===== src/rtl/uart_pkg.sv =====
// -----------------------------------------------------------------------------
// uart_pkg
// Shared definitions for the UART receive path and the cipher core that
// consumes its blocks.
//   packer_state_t        : block packer FSM states
//   UART_BYTES_PER_BLOCK  : default block size in bytes (one 128-bit AES block)
//   block_width()         : bytes -> block width in bits
//   counter_width()       : bits needed to hold 0..max_value (at least 1)
// -----------------------------------------------------------------------------
package uart_pkg;

    typedef enum logic [0:0] {
        COLLECT = 1'b0,
        FULL    = 1'b1
    } packer_state_t;

    localparam int unsigned UART_BYTES_PER_BLOCK = 32'd16;

    function automatic int unsigned block_width(input int unsigned bytes);
        return 32'd8 * bytes;
    endfunction

    function automatic int unsigned counter_width(input int unsigned max_value);
        int unsigned w;
        w = $clog2(max_value + 32'd1);
        return (w < 32'd1) ? 32'd1 : w;
    endfunction

endpackage


===== src/rtl/uart_idle_timer.sv =====
// -----------------------------------------------------------------------------
// uart_idle_timer
// Counts idle clocks while run_i is high and flags the terminal count.
//   clock_fpga : system clock
//   reset      : synchronous, active-high
//   run_i      : count this cycle
//   clear_i    : force the count back to zero (dominates run_i)
//   expire_o   : high for the single cycle in which the count sits at
//                TIMEOUT_CYCLES-1 while running, i.e. the TIMEOUT_CYCLES-th
//                consecutive idle cycle
// -----------------------------------------------------------------------------
module uart_idle_timer
    import uart_pkg::*;
#(
    parameter int unsigned TIMEOUT_CYCLES = 32'd1_000_000
) (
    input  logic clock_fpga,
    input  logic reset,
    input  logic run_i,
    input  logic clear_i,
    output logic expire_o
);

    localparam int unsigned CNT_W = counter_width(TIMEOUT_CYCLES - 32'd1);
    localparam logic [CNT_W-1:0] TERMINAL = CNT_W'(TIMEOUT_CYCLES - 32'd1);

    logic [CNT_W-1:0] count_q;
    logic [CNT_W-1:0] count_d;
    logic             at_terminal_s;

    assign at_terminal_s = (count_q == TERMINAL);
    // Expiry is combinational so the packer can act on the same edge.
    assign expire_o      = run_i && !clear_i && at_terminal_s;

    // Next-state of the idle counter; wraps to zero on expiry.
    always_comb begin
        count_d = count_q;
        if (clear_i) begin
            count_d = {CNT_W{1'b0}};
        end else if (run_i) begin
            if (at_terminal_s) begin
                count_d = {CNT_W{1'b0}};
            end else begin
                count_d = count_q + {{(CNT_W-1){1'b0}}, 1'b1};
            end
        end else begin
            count_d = count_q;
        end
    end

    // Idle counter register.
    always_ff @(posedge clock_fpga) begin
        if (reset) begin
            count_q <= {CNT_W{1'b0}};
        end else begin
            count_q <= count_d;
        end
    end

endmodule


===== src/rtl/uart_block_packer.sv =====
// -----------------------------------------------------------------------------
// uart_block_packer
// Collects received UART bytes into a BYTES_PER_BLOCK-byte block and hands it
// to the cipher core over a valid/ready handshake. A complete block is held
// until accepted; bytes arriving while the block is stalled are dropped and
// flagged with a sticky overrun.
//
// Optional feature: define RX_TIMEOUT_EN to discard a partial block after
// TIMEOUT_CYCLES idle clocks (timeout pulses). Without it timeout is 0 and a
// partial block waits indefinitely.
//
// Ports
//   clock_fpga  in   system clock
//   reset       in   synchronous, active-high
//   rx_data     in   received byte, qualified by rx_valid
//   rx_valid    in   one-cycle strobe per received byte
//   block_data  out  assembled block, first byte in the top 8 bits
//   block_valid out  block complete and stable
//   block_ready in   consumer accepts the block
//   byte_count  out  bytes in the current block (saturates while FULL)
//   overrun     out  sticky: a byte was dropped
//   timeout     out  one-cycle pulse: a partial block was discarded
// -----------------------------------------------------------------------------
module uart_block_packer
    import uart_pkg::*;
#(
    parameter int unsigned BYTES_PER_BLOCK = UART_BYTES_PER_BLOCK,
    parameter int unsigned TIMEOUT_CYCLES  = 32'd1_000_000,
    parameter int unsigned BLOCK_W         = block_width(BYTES_PER_BLOCK),
    parameter int unsigned COUNT_W         = $clog2(BYTES_PER_BLOCK + 32'd1)
) (
    input  logic               clock_fpga,
    input  logic               reset,
    input  logic [7:0]         rx_data,
    input  logic               rx_valid,
    output logic [BLOCK_W-1:0] block_data,
    output logic               block_valid,
    input  logic               block_ready,
    output logic [COUNT_W-1:0] byte_count,
    output logic               overrun,
    output logic               timeout
);

    if ((BYTES_PER_BLOCK < 32'd2) || (BYTES_PER_BLOCK > 32'd32) ||
        (TIMEOUT_CYCLES < 32'd1)) begin : g_bad_param
        $error("uart_block_packer: parameter out of range");
    end

    // Count value held just before the final byte of a block arrives.
    localparam logic [COUNT_W-1:0] LAST_BEFORE_FULL = COUNT_W'(BYTES_PER_BLOCK - 32'd1);

    packer_state_t      state_q,   state_d;
    logic [BLOCK_W-1:0] data_q,    data_d;
    logic               valid_q,   valid_d;
    logic [COUNT_W-1:0] count_q,   count_d;
    logic               overrun_q, overrun_d;
    logic               timeout_q, timeout_d;
    logic               expire_s;

`ifdef RX_TIMEOUT_EN
    logic partial_s;
    logic timer_run_s;
    logic timer_clear_s;

    assign partial_s     = (state_q == COLLECT) && (count_q != {COUNT_W{1'b0}});
    assign timer_run_s   = partial_s && !rx_valid;
    assign timer_clear_s = rx_valid || !partial_s;

    uart_idle_timer #(
        .TIMEOUT_CYCLES (TIMEOUT_CYCLES)
    ) u_idle_timer (
        .clock_fpga (clock_fpga),
        .reset      (reset),
        .run_i      (timer_run_s),
        .clear_i    (timer_clear_s),
        .expire_o   (expire_s)
    );
`else
    assign expire_s = 1'b0;
`endif

    // Next-state and output-register logic of the packer FSM.
    always_comb begin
        state_d   = state_q;
        data_d    = data_q;
        valid_d   = valid_q;
        count_d   = count_q;
        overrun_d = overrun_q;
        timeout_d = 1'b0;
        case (state_q)
            COLLECT: begin
                if (rx_valid) begin
                    data_d  = {data_q[BLOCK_W-9:0], rx_data};
                    count_d = count_q + {{(COUNT_W-1){1'b0}}, 1'b1};
                    if (count_q == LAST_BEFORE_FULL) begin
                        state_d = FULL;
                        valid_d = 1'b1;
                    end else begin
                        state_d = COLLECT;
                    end
                end else if (expire_s) begin
                    data_d    = {BLOCK_W{1'b0}};
                    count_d   = {COUNT_W{1'b0}};
                    timeout_d = 1'b1;
                end else begin
                    state_d = COLLECT;
                end
            end
            FULL: begin
                if (block_ready) begin
                    state_d = COLLECT;
                    valid_d = 1'b0;
                    // A byte arriving with the handshake opens the next block.
                    if (rx_valid) begin
                        data_d  = {{(BLOCK_W-8){1'b0}}, rx_data};
                        count_d = {{(COUNT_W-1){1'b0}}, 1'b1};
                    end else begin
                        count_d = {COUNT_W{1'b0}};
                    end
                end else if (rx_valid) begin
                    overrun_d = 1'b1;
                end else begin
                    state_d = FULL;
                end
            end
            default: begin
                state_d = COLLECT;
                data_d  = {BLOCK_W{1'b0}};
                valid_d = 1'b0;
                count_d = {COUNT_W{1'b0}};
            end
        endcase
    end

    // Packer state and output registers.
    always_ff @(posedge clock_fpga) begin
        if (reset) begin
            state_q   <= COLLECT;
            data_q    <= {BLOCK_W{1'b0}};
            valid_q   <= 1'b0;
            count_q   <= {COUNT_W{1'b0}};
            overrun_q <= 1'b0;
            timeout_q <= 1'b0;
        end else begin
            state_q   <= state_d;
            data_q    <= data_d;
            valid_q   <= valid_d;
            count_q   <= count_d;
            overrun_q <= overrun_d;
            timeout_q <= timeout_d;
        end
    end

    assign block_data  = data_q;
    assign block_valid = valid_q;
    assign byte_count  = count_q;
    assign overrun     = overrun_q;
    assign timeout     = timeout_q;

endmodule


===== config.mk =====
export PLATFORM = sky130hd
export DESIGN_NAME = uart_block_packer
export DESIGN_NICKNAME = d
export VERILOG_FILES = /design/src/rtl/uart_pkg.sv /design/src/rtl/uart_idle_timer.sv /design/src/rtl/uart_block_packer.sv
export SDC_FILE = /design/constraint.sdc
export NUM_CORES = 1
export LEC_CHECK = 0
export ABC_AREA = 1
export BUFFER_PORTS_ARGS = -buffer_cell sky130_fd_sc_hd__buf_2
export CORE_MARGIN = 10
export CORE_UTILIZATION = 35
export DETAILED_ROUTE_END_ITERATION = 16
export GPL_TIMING_DRIVEN = 1
export PLACE_DENSITY = 0.7
export SYNTH_ARGS = -nofsm -noshare
export SYNTH_HDL_FRONTEND = slang
export SYNTH_HIERARCHICAL = 1
export SYNTH_SLANG_ARGS = --single-unit

===== constraint.sdc =====
create_clock -name clock_fpga -period 1.87 [get_ports clock_fpga]
set_input_delay 0 -clock clock_fpga [delete_from_list [all_inputs] [get_ports clock_fpga]]
set_output_delay 0 -clock clock_fpga [all_outputs]
set_load 0.005 [all_outputs]

Yosys cells after proc, flatten, opt, wreduce, memory -nomap -nowiden
Cells that the tools add are included.
{"block": "classes", "addsub": 1, "n_eq_ne": 5, "muxes": 16, "bitwise": 2, "n_reduce_logical": 4}
{"cell": "128-bit two-way mux", "count": 3}
{"cell": "128-bit one-hot mux with 2 select lines", "count": 1}
{"cell": "5-bit two-way mux", "count": 2}
{"cell": "5-bit one-hot mux with 2 select lines", "count": 1}
{"cell": "3-bit AND reduction", "count": 3}
{"cell": "2-bit inequality test (second input constant)", "count": 4}
{"cell": "1-bit two-way mux", "count": 7}
{"cell": "5-bit by 1-bit adder with 5-bit output (second input constant)", "count": 1}
{"cell": "5-bit by 4-bit equality test with 1-bit output (second input constant)", "count": 1}
{"cell": "1-bit one-hot mux with 2 select lines", "count": 2}
{"cell": "1-bit inverter", "count": 2}
{"cell": "2-bit AND reduction", "count": 1}
{"block": "totals", "register_bits": 136, "input_bits": 12, "out_inout_bits": 136, "elab_cells": 33}

Logic depth before layout (Yosys ltp)
Gate-level depths: netlist of the first run.
{"block": "logic_depth", "ltp_word": 4, "mapped_depth": 7, "mapped_depth_nobuf": 6}

Worst setup path after synthesis of the first run
OpenSTA, ideal clock, no wires.
{"block": "synth_timing", "path_type": "register -> register", "start": "register count_q[0] (netlist: byte_count[0])", "end": "register count_q[4] (netlist: byte_count[4])", "setup_ns": 0.070, "t_arrival_ns": 1.295, "required_ns": 1.800, "slack_ns": 0.505, "stages_incl_launch_ff": 7, "n_path_buf": 0, "period_less_slack_ns": 1.365, "cell_sequence": "dfxtp_1 ha_1 nand2_1 nor2_1 ha_1 or2_2 a21oi_1"}
{"block": "synth_between", "elab_chain_len": 3}
{"item": "from (decl)", "line": "uart_block_packer.sv:55", "text": "logic [COUNT_W-1:0] count_q, count_d;"}
{"item": "from (signal assigned)", "line": "uart_block_packer.sv:141", "text": "count_q <= {COUNT_W{1'b0}};"}
{"item": "from (signal assigned)", "line": "uart_block_packer.sv:148", "text": "count_q <= count_d;"}
{"item": "5-bit by 1-bit adder with 5-bit output", "line": "uart_block_packer.sv:94", "text": "count_d = count_q + {{(COUNT_W-1){1'b0}}, 1'b1};"}
{"item": "5-bit two-way mux", "line": "uart_block_packer.sv:92", "text": "if (rx_valid) begin"}
{"item": "5-bit one-hot mux with 2 select lines", "line": "uart_block_packer.sv:90", "text": "case (state_q)"}
Every way passes these cells. The select of a mux whose other input is x is not followed.
A chain may end at the register's enable or synchronous reset.

Final worst setup path of the first run
Ends and elaborated chain as after synthesis.

==> results.py, run 1 <==
metrics = {
    "synth": {
        "yosysTopAreaCell": "dfxtp_1",
        "synth_compound_area_share_pct": 14.3,
        "netlist_area_um2": 4790,
        "syn-num-nets": 621,
        "synth_cells": 607,
        "synthMuxAreaShare_pct": 0,
        "synth_fa_ha_area_share_pct": 0.523,
        "avgSynthCellArea_um2": 7.89,
        "synth_top_area_share_pct": 56.9,
        "synth_top_family_by_area": "simple AND/OR/NAND/NOR gates",
        "synthSimpleGateAreaFrac_pct": 22.3,
        "yosysSeqAreaShare_pct": 56.9,
        "ys_ff_latch": 136,
        "yosys.area_share.xor_xnor_pct": 0,
        "synthTopCellsByArea": "dfxtp_1 (57%), nand2_1 (20%), a21oi_1 (13%)",
        "ys_types": 17,
        "ys_warn_count": 6,
    },
    "critical_path": {
        "path_max_fanout": 5,
        "path_delay_family": "simple AND/OR/NAND/NOR gates",
        "crit_slowest_cell": "dfxtp_1",
        "crit_buf_inv": 0,
        "cp-end-kind": "register",
        "reg2reg_slack_ns": 0.46,
        "cp_common_cell": "ha_1",
        "required_ns": 2.23,
        "crit_type": "reg2reg",
        "slowest_delay_ns": 0.39,
        "critPathArrivalTime_ns": 1.78,
        "path_cells": "ha_1 -> nand2_1 -> nor2_1 -> ha_1 -> or2_2 -> a21oi_1",
        "worstSetupStartpointType": "register",
    },
    "detailed_routing": {
        "detail_route.vias_per_cell": 4.67,
        "drc": 0,
        "postRouteAntennaNets": 0,
        "wire_per_inst_um": 14.6,
        "drt_wl_total_mm": 13.7,
        "drt_pass1_iterations": 4,
        "vias": 4384,
        "drt_iter0_markers": 241,
    },
    "status": {
        "outcome": "finished clean",
    },
    "floorplanning": {
        "die_w_um": 137,
        "initial_core_util_pct": 35.9,
        "core_um2": 13300,
        "die_h_um": 137,
        "die_area_um2": 18800,
        "rows": 42,
        "io_pins": 148,
    },
    "timing": {
        "maxSlewViolCount": 0,
        "worst_slew_pin_slew_ns": 0.531,
        "rsz0062_at_grt": "no",
        "finalSetupTns_ns": 0,
        "timing_hold_violations_final": 0,
        "period_share_pct": 75.7,
        "setup_violations": 0,
        "whs_ns": 0.361,
        "fmax_mhz": 707,
        "fin_crit_ns": 1.41,
        "clock_skew_ns": 0.0167,
        "slew_headroom_pct": 64.6,
    },
    "grt": {
        "gr-total-overflow": 0,
        "antenna_found_initial": 0,
        "globalRouteTotalUtil_pct": 14.3,
        "grt_pass1_vias": 4107,
        "grt_pass1_wl_mm": 21.4,
        "grt_max_degree": 72,
    },
    "clock_tree": {
        "numCtsBuffers": 17,
        "tritoncts": "done",
        "cts_htree_levels": 4,
        "clockRootBuffer": "clkbuf_16",
        "clkTransAtPathRegs_ns": 0.06,
        "clock-sinks": 136,
        "post_cts_resized": 0,
        "clk_latency_ns": 0.42,
        "cts_buffer_depth": 2,
    },
    "power": {
        "p_leak_nw": 2.68,
        "peakVddDrop_mv": 0.727,
        "power_density_nw_per_um2": 1060,
    },
    "finish": {
        "fin_area_um2": 6390,
        "fin_util_pct": 47.9,
        "syn_to_final_growth_pct": 33.4,
        "mostFrequentLayoutCell": "nand2_1",
        "drive_gt1_share_pct": 24.5,
        "finalNetCount": 764,
        "final_cell_mix": "nand2_1 (251), buf_2 (145), dfxtp_1 (136), a21oi_1 (127), nor2_1 (20)",
        "fillCellCount": 1353,
        "diodes": 0,
    },
    "placed_design": {
        "place_congestion": 0.797,
        "placement.io_buffers": 146,
        "dpl_cell_area_um2": 5640,
        "dpl.hpwl_mm": 9.13,
    },
    "hold_path": {
        "hold_class": "in2reg",
    },
    "flow_run": {
        "cap_violations": 0,
    },
}
[metal layers]
layer	GRT usage, %	up-vias	part of all wire (%)
li1	-	2231	-
met1	17.4	2012	44
met2	21.4	125	46
met3	7.44	16	9.8
met4	4.63	0	1.2
met5	0	-	0
[stage by stage]
stage | power, mW | setup WS (ns) | std cells
finish | 6.77 | 0.455 | 939
global route | 7.01 | 0.348 | 939
CTS | 6.84 | 0.440 | 939
detailed placement | 3.28 | 0.451 | 895
global placement | 3.28 | 0.483 | 895
floorplan | 3.19 | 0.505 | 607
[tightest hold or removal path, delay by kind of cell]
family	cells	cell delay, ns
buffers and inverters	2	0.68
AO/OA/AOI/OAI	1	0.05
[synth_stat cells (all sizes together)]
cell type,n
dfxtp,136
clkbuf,9
buf,33
conb,1
nor2,20
ha,2
nand2,253
nand3,6
a21oi,127
o21ai,10
or2,1
inv,9
[final timing paths]
kind | start | to | cells past startpoint
max | byte_count[0] | byte_count[4] | 6
min | reset | byte_count[4] | 3
max reg2reg | byte_count[0] | byte_count[4] | 6
min reg2reg | block_data[127] | block_data[127] | 2
[logic make-up after synthesis]
family                     Yosys count
AOI/OAI and AO/OA                  137
other                                1
and+or+nand+nor                    280
buffers and inverters               51
adders and majority gates            2
DFF                                136
[area by class of cell]
class                           instances  area [um2]  area share (%)
Sequential cell                       136        2720            42.6
Clock inverter                          8         143            2.23
Timing Repair Buffer                  166        1000            15.7
Inverter                                9        35.0           0.548
Clock buffer                           24         482            7.54
Multi-Input combinational cell        420        1790            27.9
Tap cell                              176         220            3.45
[flip-flops by register name, indices dropped and copies added, names as in the netlist]
name / count
byte_count: 5
block_data: 128
block_valid: 1
overrun: 1
state_q: 1
[repair_timing]
item                      CTS  global route
hold buffers               12             0
buffers inserted            0             0
hold endpoints to repair   16             0
[power breakdown]
part           switching [mW]  internal [mW]
clock                    1.20           2.33
combinational           0.185          0.101
sequential             0.0228           2.93
No activity file was read; power rests on OpenSTA's default activity.
==> run 2, diff against run 1 <==
==> constraint.sdc (replaced) <==
create_clock -name clock_fpga -period 1.45 [get_ports clock_fpga]
set_input_delay 0 -clock clock_fpga [delete_from_list [all_inputs] [get_ports clock_fpga]]
set_output_delay 0 -clock clock_fpga [all_outputs]
set_load 0.005 [all_outputs]
==> run 2 against run 1 <==
Against the previous run:
- cell count rose by 0.11%
- routed wire length is 1.0% lower
- die area unchanged
- combinational power is 27% higher
- clock power rose by 32%
- critical endpoint unchanged
- largest power group unchanged
==> results.py, run 2 (synthesis results as in run 1) <==
metrics = {
    "status": {
        "outcome": "finished clean",
    },
    "floorplanning": {
        "core_um2": 13300,
        "die_w_um": 137,
        "io_pins": 148,
        "die_h_um": 137,
        "rows": 42,
        "die_area_um2": 18800,
        "initial_core_util_pct": 35.9,
    },
    "placed_design": {
        "dpl_cell_area_um2": 5620,
        "placedCellCount": 895,
        "dpl.hpwl_mm": 8.90,
        "pre_cts_ws_ns": 0.0865,
        "place_congestion": 0.776,
        "placement.io_buffers": 146,
    },
    "detailed_routing": {
        "detail_route.vias_per_cell": 4.65,
        "drt_pass1_iterations": 5,
        "vias": 4369,
        "wire_per_inst_um": 14.4,
        "postRouteAntennaNets": 0,
        "drt_wl_total_mm": 13.5,
        "drt_iter0_markers": 228,
        "drc": 0,
    },
    "timing": {
        "whs_ns": 0.370,
        "setup_ws_ns": 0.0856,
        "timing_hold_violations_final": 0,
        "period_share_pct": 94.1,
        "slew_headroom_pct": 61.1,
        "clock_skew_ns": 0.00676,
        "finalSetupTns_ns": 0,
        "fin_crit_ns": 1.36,
        "rsz0062_at_grt": "no",
        "setup_violations": 0,
        "fmax_mhz": 733,
        "worst_slew_pin_slew_ns": 0.583,
        "maxSlewViolCount": 0,
    },
    "clock_tree": {
        "clk_latency_ns": 0.41,
        "post-cts-setup-buffer-count": 0,
        "numCtsBuffers": 17,
        "tritoncts": "done",
        "cts_buffer_depth": 2,
        "clock-sinks": 136,
        "cts_htree_levels": 4,
        "clockRootBuffer": "clkbuf_16",
        "clkTransAtPathRegs_ns": 0.06,
    },
    "critical_path": {
        "critPathArrivalTime_ns": 1.71,
        "worstReg2RegEnd": "byte_count[4]",
        "required_ns": 1.80,
        "reg2reg_slack_ns": 0.09,
        "critPathCapture": "byte_count[4]",
        "crit_start": "byte_count[0]",
        "reg2regPathDepth": 6,
        "cp-end-kind": "register",
        "worstSetupStartpointType": "register",
        "rr_startpoint": "byte_count[0]",
        "crit_type": "reg2reg",
        "path_max_fanout": 2,
    },
    "grt": {
        "grt_pass1_wl_mm": 21.3,
        "grt_pass1_vias": 4144,
        "grt_max_degree": 68,
        "globalRouteTotalUtil_pct": 14.1,
        "antenna_found_initial": 1,
        "gr-total-overflow": 0,
    },
    "finish": {
        "largest_reg_flops": 128,
        "syn_to_final_growth_pct": 33.6,
        "fillCellCount": 1321,
        "finalNetCount": 764,
        "fin_util_pct": 47.9,
        "final_cell_mix": "nand2_1 (251), buf_2 (145), dfxtp_1 (135), a21oi_1 (126), nor2_1 (20)",
        "drive_gt1_share_pct": 25.4,
        "fin_cells": 940,
        "fin_area_um2": 6400,
        "mostFrequentLayoutCell": "nand2_1",
    },
    "power": {
        "peakVddDrop_mv": 0.893,
        "power_density_nw_per_um2": 1380,
        "p_leak_nw": 2.67,
        "p_total_mw": 8.82,
    },
    "flow_run": {
        "cap_violations": 0,
    },
    "hold_path": {
        "hold_class": "in2reg",
    },
}
[run 2: timing repair]
action / 4_1_cts / 5_1_grt
hold buffers: 12 / 0
hold endpoints to repair: 16 / 0
setup endpoints to repair: 0 / 1
resized for setup: 0 / 3
[run 2: per-layer routing]
metal / vias up / wire [um] / track usage, %
met5: - / 0 / 0
met4: 0 / 178 / 5.39
met3: 16 / 1220 / 6.52
met2: 126 / 6190 / 21.3
met1: 1989 / 5930 / 17.1
li1: 2238 / - / -
[run 2: power breakdown]
part	switching, mW	internal (mW)	leakage [nW]
Combinational	0.239	0.127	1.26
Sequential	0.0274	3.78	1.10
Clock	1.59	3.06	0.307
Total	1.86	6.96	2.67
[run 2: cell type report]
class                           instances  area, um2  share of cell area, %
Sequential cell                       136       2720                   42.6
Multi-Input combinational cell        420       1790                   28.0
Timing Repair Buffer                  166        976                   15.3
Clock buffer                           21        480                   7.51
Tap cell                              176        220                   3.44
Clock inverter                         11        169                   2.64
Inverter                                9       35.0                  0.548
Antenna cell                            1       2.50                 0.0391
[run 2: worst min-delay path by stage]
stage,start,end,cells after the start
global route,rx_data[1],block_data[1],4
detailed placement,rx_data[1],block_data[1],3
finish,rx_data[1],block_data[1],4
floorplan,rx_valid,overrun,2
global placement,rx_data[7],block_data[7],3
CTS,rx_data[1],block_data[1],4
[run 2: worst max-delay path, cell delays in order, from the launching register on]
cell and delay [ns]:
dfxtp_1 0.33, ha_2 0.18, nand2_1 0.06, nor2_1 0.09
ha_1 0.22, or2_2 0.30, a21oi_2 0.11
==> run 3, diff against run 2 <==
--- a/config.mk
+++ b/config.mk
@@ -7,11 +7,12 @@
 export LEC_CHECK = 0
 export ABC_AREA = 1
 export BUFFER_PORTS_ARGS = -buffer_cell sky130_fd_sc_hd__buf_2
+export CORE_ASPECT_RATIO = 0.9
 export CORE_MARGIN = 10
-export CORE_UTILIZATION = 35
+export CORE_UTILIZATION = 50
 export DETAILED_ROUTE_END_ITERATION = 16
 export GPL_TIMING_DRIVEN = 1
-export PLACE_DENSITY = 0.7
+export PLACE_DENSITY = 0.9
 export SYNTH_ARGS = -nofsm -noshare
 export SYNTH_HDL_FRONTEND = slang
 export SYNTH_HIERARCHICAL = 1
==> run 3 against run 2 <==
Against the previous run:
- sequential power about the same
- core utilization up 21 points
- clock skew up 0.0033 ns
- hold slack worse by 0.11 ns
- flip-flop and latch count unchanged
- fmax up 0.18%
==> results.py, run 3 (synthesis results as in run 1) <==
metrics = {
    "floorplanning": {
        "initial_core_util_pct": 52.0,
        "core_um2": 9210,
        "die_area_um2": 13900,
        "die_h_um": 113,
        "die_w_um": 123,
        "rows": 33,
        "io_pins": 148,
    },
    "clock_tree": {
        "numCtsBuffers": 17,
        "post-cts-setup-buffer-count": 0,
        "cts_htree_levels": 4,
        "clk_latency_ns": 0.51,
        "tritoncts": "done",
        "cts_buffer_depth": 2,
        "clockRootBuffer": "clkbuf_8",
        "clock-sinks": 136,
        "clkTransAtPathRegs_ns": 0.06,
    },
    "grt": {
        "grt_busiest_layer": "met2",
        "antenna_found_initial": 0,
        "grt_pass1_wl_mm": 21.9,
        "grt_util_met3_pct": 7.26,
        "gr-total-overflow": 0,
        "globalRouteTotalUtil_pct": 19.1,
        "grt_max_degree": 63,
        "use_met2_pct": 32.0,
        "grt_pass1_vias": 4462,
        "met1_usage_pct": 21.4,
    },
    "critical_path": {
        "path_cells": "ha_4 -> nand2_2 -> nor2_2 -> ha_1 -> or2_4 -> a21oi_2",
        "critPathArrivalTime_ns": 1.82,
        "crit_type": "reg2reg",
        "reg2regPathDepth": 6,
        "required_ns": 1.90,
        "critPathCapture": "byte_count[4]",
        "rr_startpoint": "byte_count[0]",
        "cp-end-kind": "register",
        "crit_start": "byte_count[0]",
        "reg2reg_slack_ns": 0.09,
        "slowest_delay_ns": 0.36,
        "worstReg2RegEnd": "byte_count[4]",
        "crit_slowest_cell": "dfxtp_2",
        "cp.depth": 6,
        "crit_buf_inv": 0,
        "worstSetupStartpointType": "register",
        "path_max_fanout": 2,
        "path_delay_family": "simple AND/OR/NAND/NOR gates",
    },
    "timing": {
        "rsz0062_at_grt": "yes",
        "fin_crit_ns": 1.36,
        "period_share_pct": 93.9,
        "slew_headroom_pct": 61.3,
        "whs_ns": 0.264,
        "maxSlewViolCount": 0,
        "worst_slew_pin_slew_ns": 0.581,
        "setup_violations": 0,
        "fmax_mhz": 734,
        "clock_skew_ns": 0.0101,
        "finalSetupTns_ns": 0,
        "timing_hold_violations_final": 0,
    },
    "detailed_routing": {
        "wire_per_inst_um": 15.4,
        "vias": 4548,
        "drt_pass1_iterations": 5,
        "detail_route.vias_per_cell": 5.13,
        "drc": 0,
        "postRouteAntennaNets": 0,
        "drt_wl_total_mm": 13.6,
        "drt_iter0_markers": 354,
    },
    "flow_run": {
        "cap_violations": 0,
    },
    "status": {
        "outcome": "finished clean",
    },
    "power": {
        "power.switching_mw": 1.86,
        "p_leak_nw": 2.68,
        "power_density_nw_per_um2": 1370,
        "peakVddDrop_mv": 0.983,
        "combinationalPowerShare_pct": 4.2,
        "p_sw_share_pct": 21.4,
        "pwr-share-clk_pct": 51.8,
        "p_int_mw": 6.80,
        "seqPwrFrac_pct": 44.0,
    },
    "finish": {
        "final_cell_mix": "nand2_1 (250), buf_2 (145), dfxtp_1 (134), a21oi_1 (126), nor2_1 (19)",
        "diodes": 0,
        "drive_gt1_share_pct": 25.8,
        "mostFrequentLayoutCell": "nand2_1",
        "syn_to_final_growth_pct": 32.2,
        "finalNetCount": 766,
        "largest_reg_flops": 128,
    },
    "placed_design": {
        "place_congestion": 0.834,
        "placement.io_buffers": 146,
        "dpl.hpwl_mm": 9.17,
    },
    "hold_path": {
        "hold_class": "in2reg",
    },
}
[run 3: changes by cell type in the layout (fill, tap and decap cells not counted), sizes merged]
cell and change:
buf +2, clkinvlp -4, diode -1, clkinv +3
inv +1
[run 3: metal layers]
layer | up-vias | share of wire, %
met2 | 161 | 49
met3 | 21 | 8.4
met1 | 2130 | 40
met5 | - | 0
li1 | 2236 | -
met4 | 0 | 2.4
[run 3: through the flow]
step	power, mW	instances	worst slack, ns	utilization [%]	area, um2
global placement	4.21	843	0.123	60.5	5570
CTS	8.70	887	0.0530	68.5	6310
global route	8.93	887	-0.00806	68.8	6330
finish	8.65	887	0.0881	68.8	6330
detailed placement	4.22	843	0.0575	60.5	5570
floorplan	4.12	607	0.0851	-	4790
[run 3: worst reg2reg max path, stage by stage, from the launching register on]
cell and delay (ns):
dfxtp_2 0.36, ha_4 0.15, nand2_2 0.06, nor2_2 0.11
ha_1 0.23, or2_4 0.26, a21oi_2 0.13
[run 3: worst min path at each step]
stage / from / end / slack, ns / depth (start not counted)
floorplan: rx_valid / overrun / 0.16 / 2
global placement: reset / overrun / 0.25 / 2
detailed placement: reset / overrun / 0.25 / 2
CTS: reset / byte_count[4] / 0.26 / 3
global route: reset / byte_count[4] / 0.26 / 3
finish: reset / byte_count[4] / 0.26 / 3
[run 3: layout make-up]
type / count / area (um2)
Clock buffer: 21 / 449
Clock inverter: 11 / 170
Fill cell: 715 / 2880
Inverter: 9 / 35.0
Multi-Input combinational cell: 420 / 1810
Sequential cell: 136 / 2730
Tap cell: 122 / 153
Timing Repair Buffer: 168 / 991
[run 3: repair_timing]
item,4_1_cts,5_1_grt
endpoints found under the hold margin,58,0
hold buffers,12,0
setup endpoints to repair,0,3
resized for setup,0,8
[run 3: power by group through the flow]
stage / registers (mW) / logic (mW) / clock network, mW
6_report: 3.81 / 0.367 / 4.48
2_1_floorplan: 3.89 / 0.230 / 0
3_3_place_gp: 3.88 / 0.328 / 0
4_1_cts: 3.80 / 0.361 / 4.54
5_1_grt: 3.81 / 0.404 / 4.72
3_5_place_dp: 3.88 / 0.337 / 0
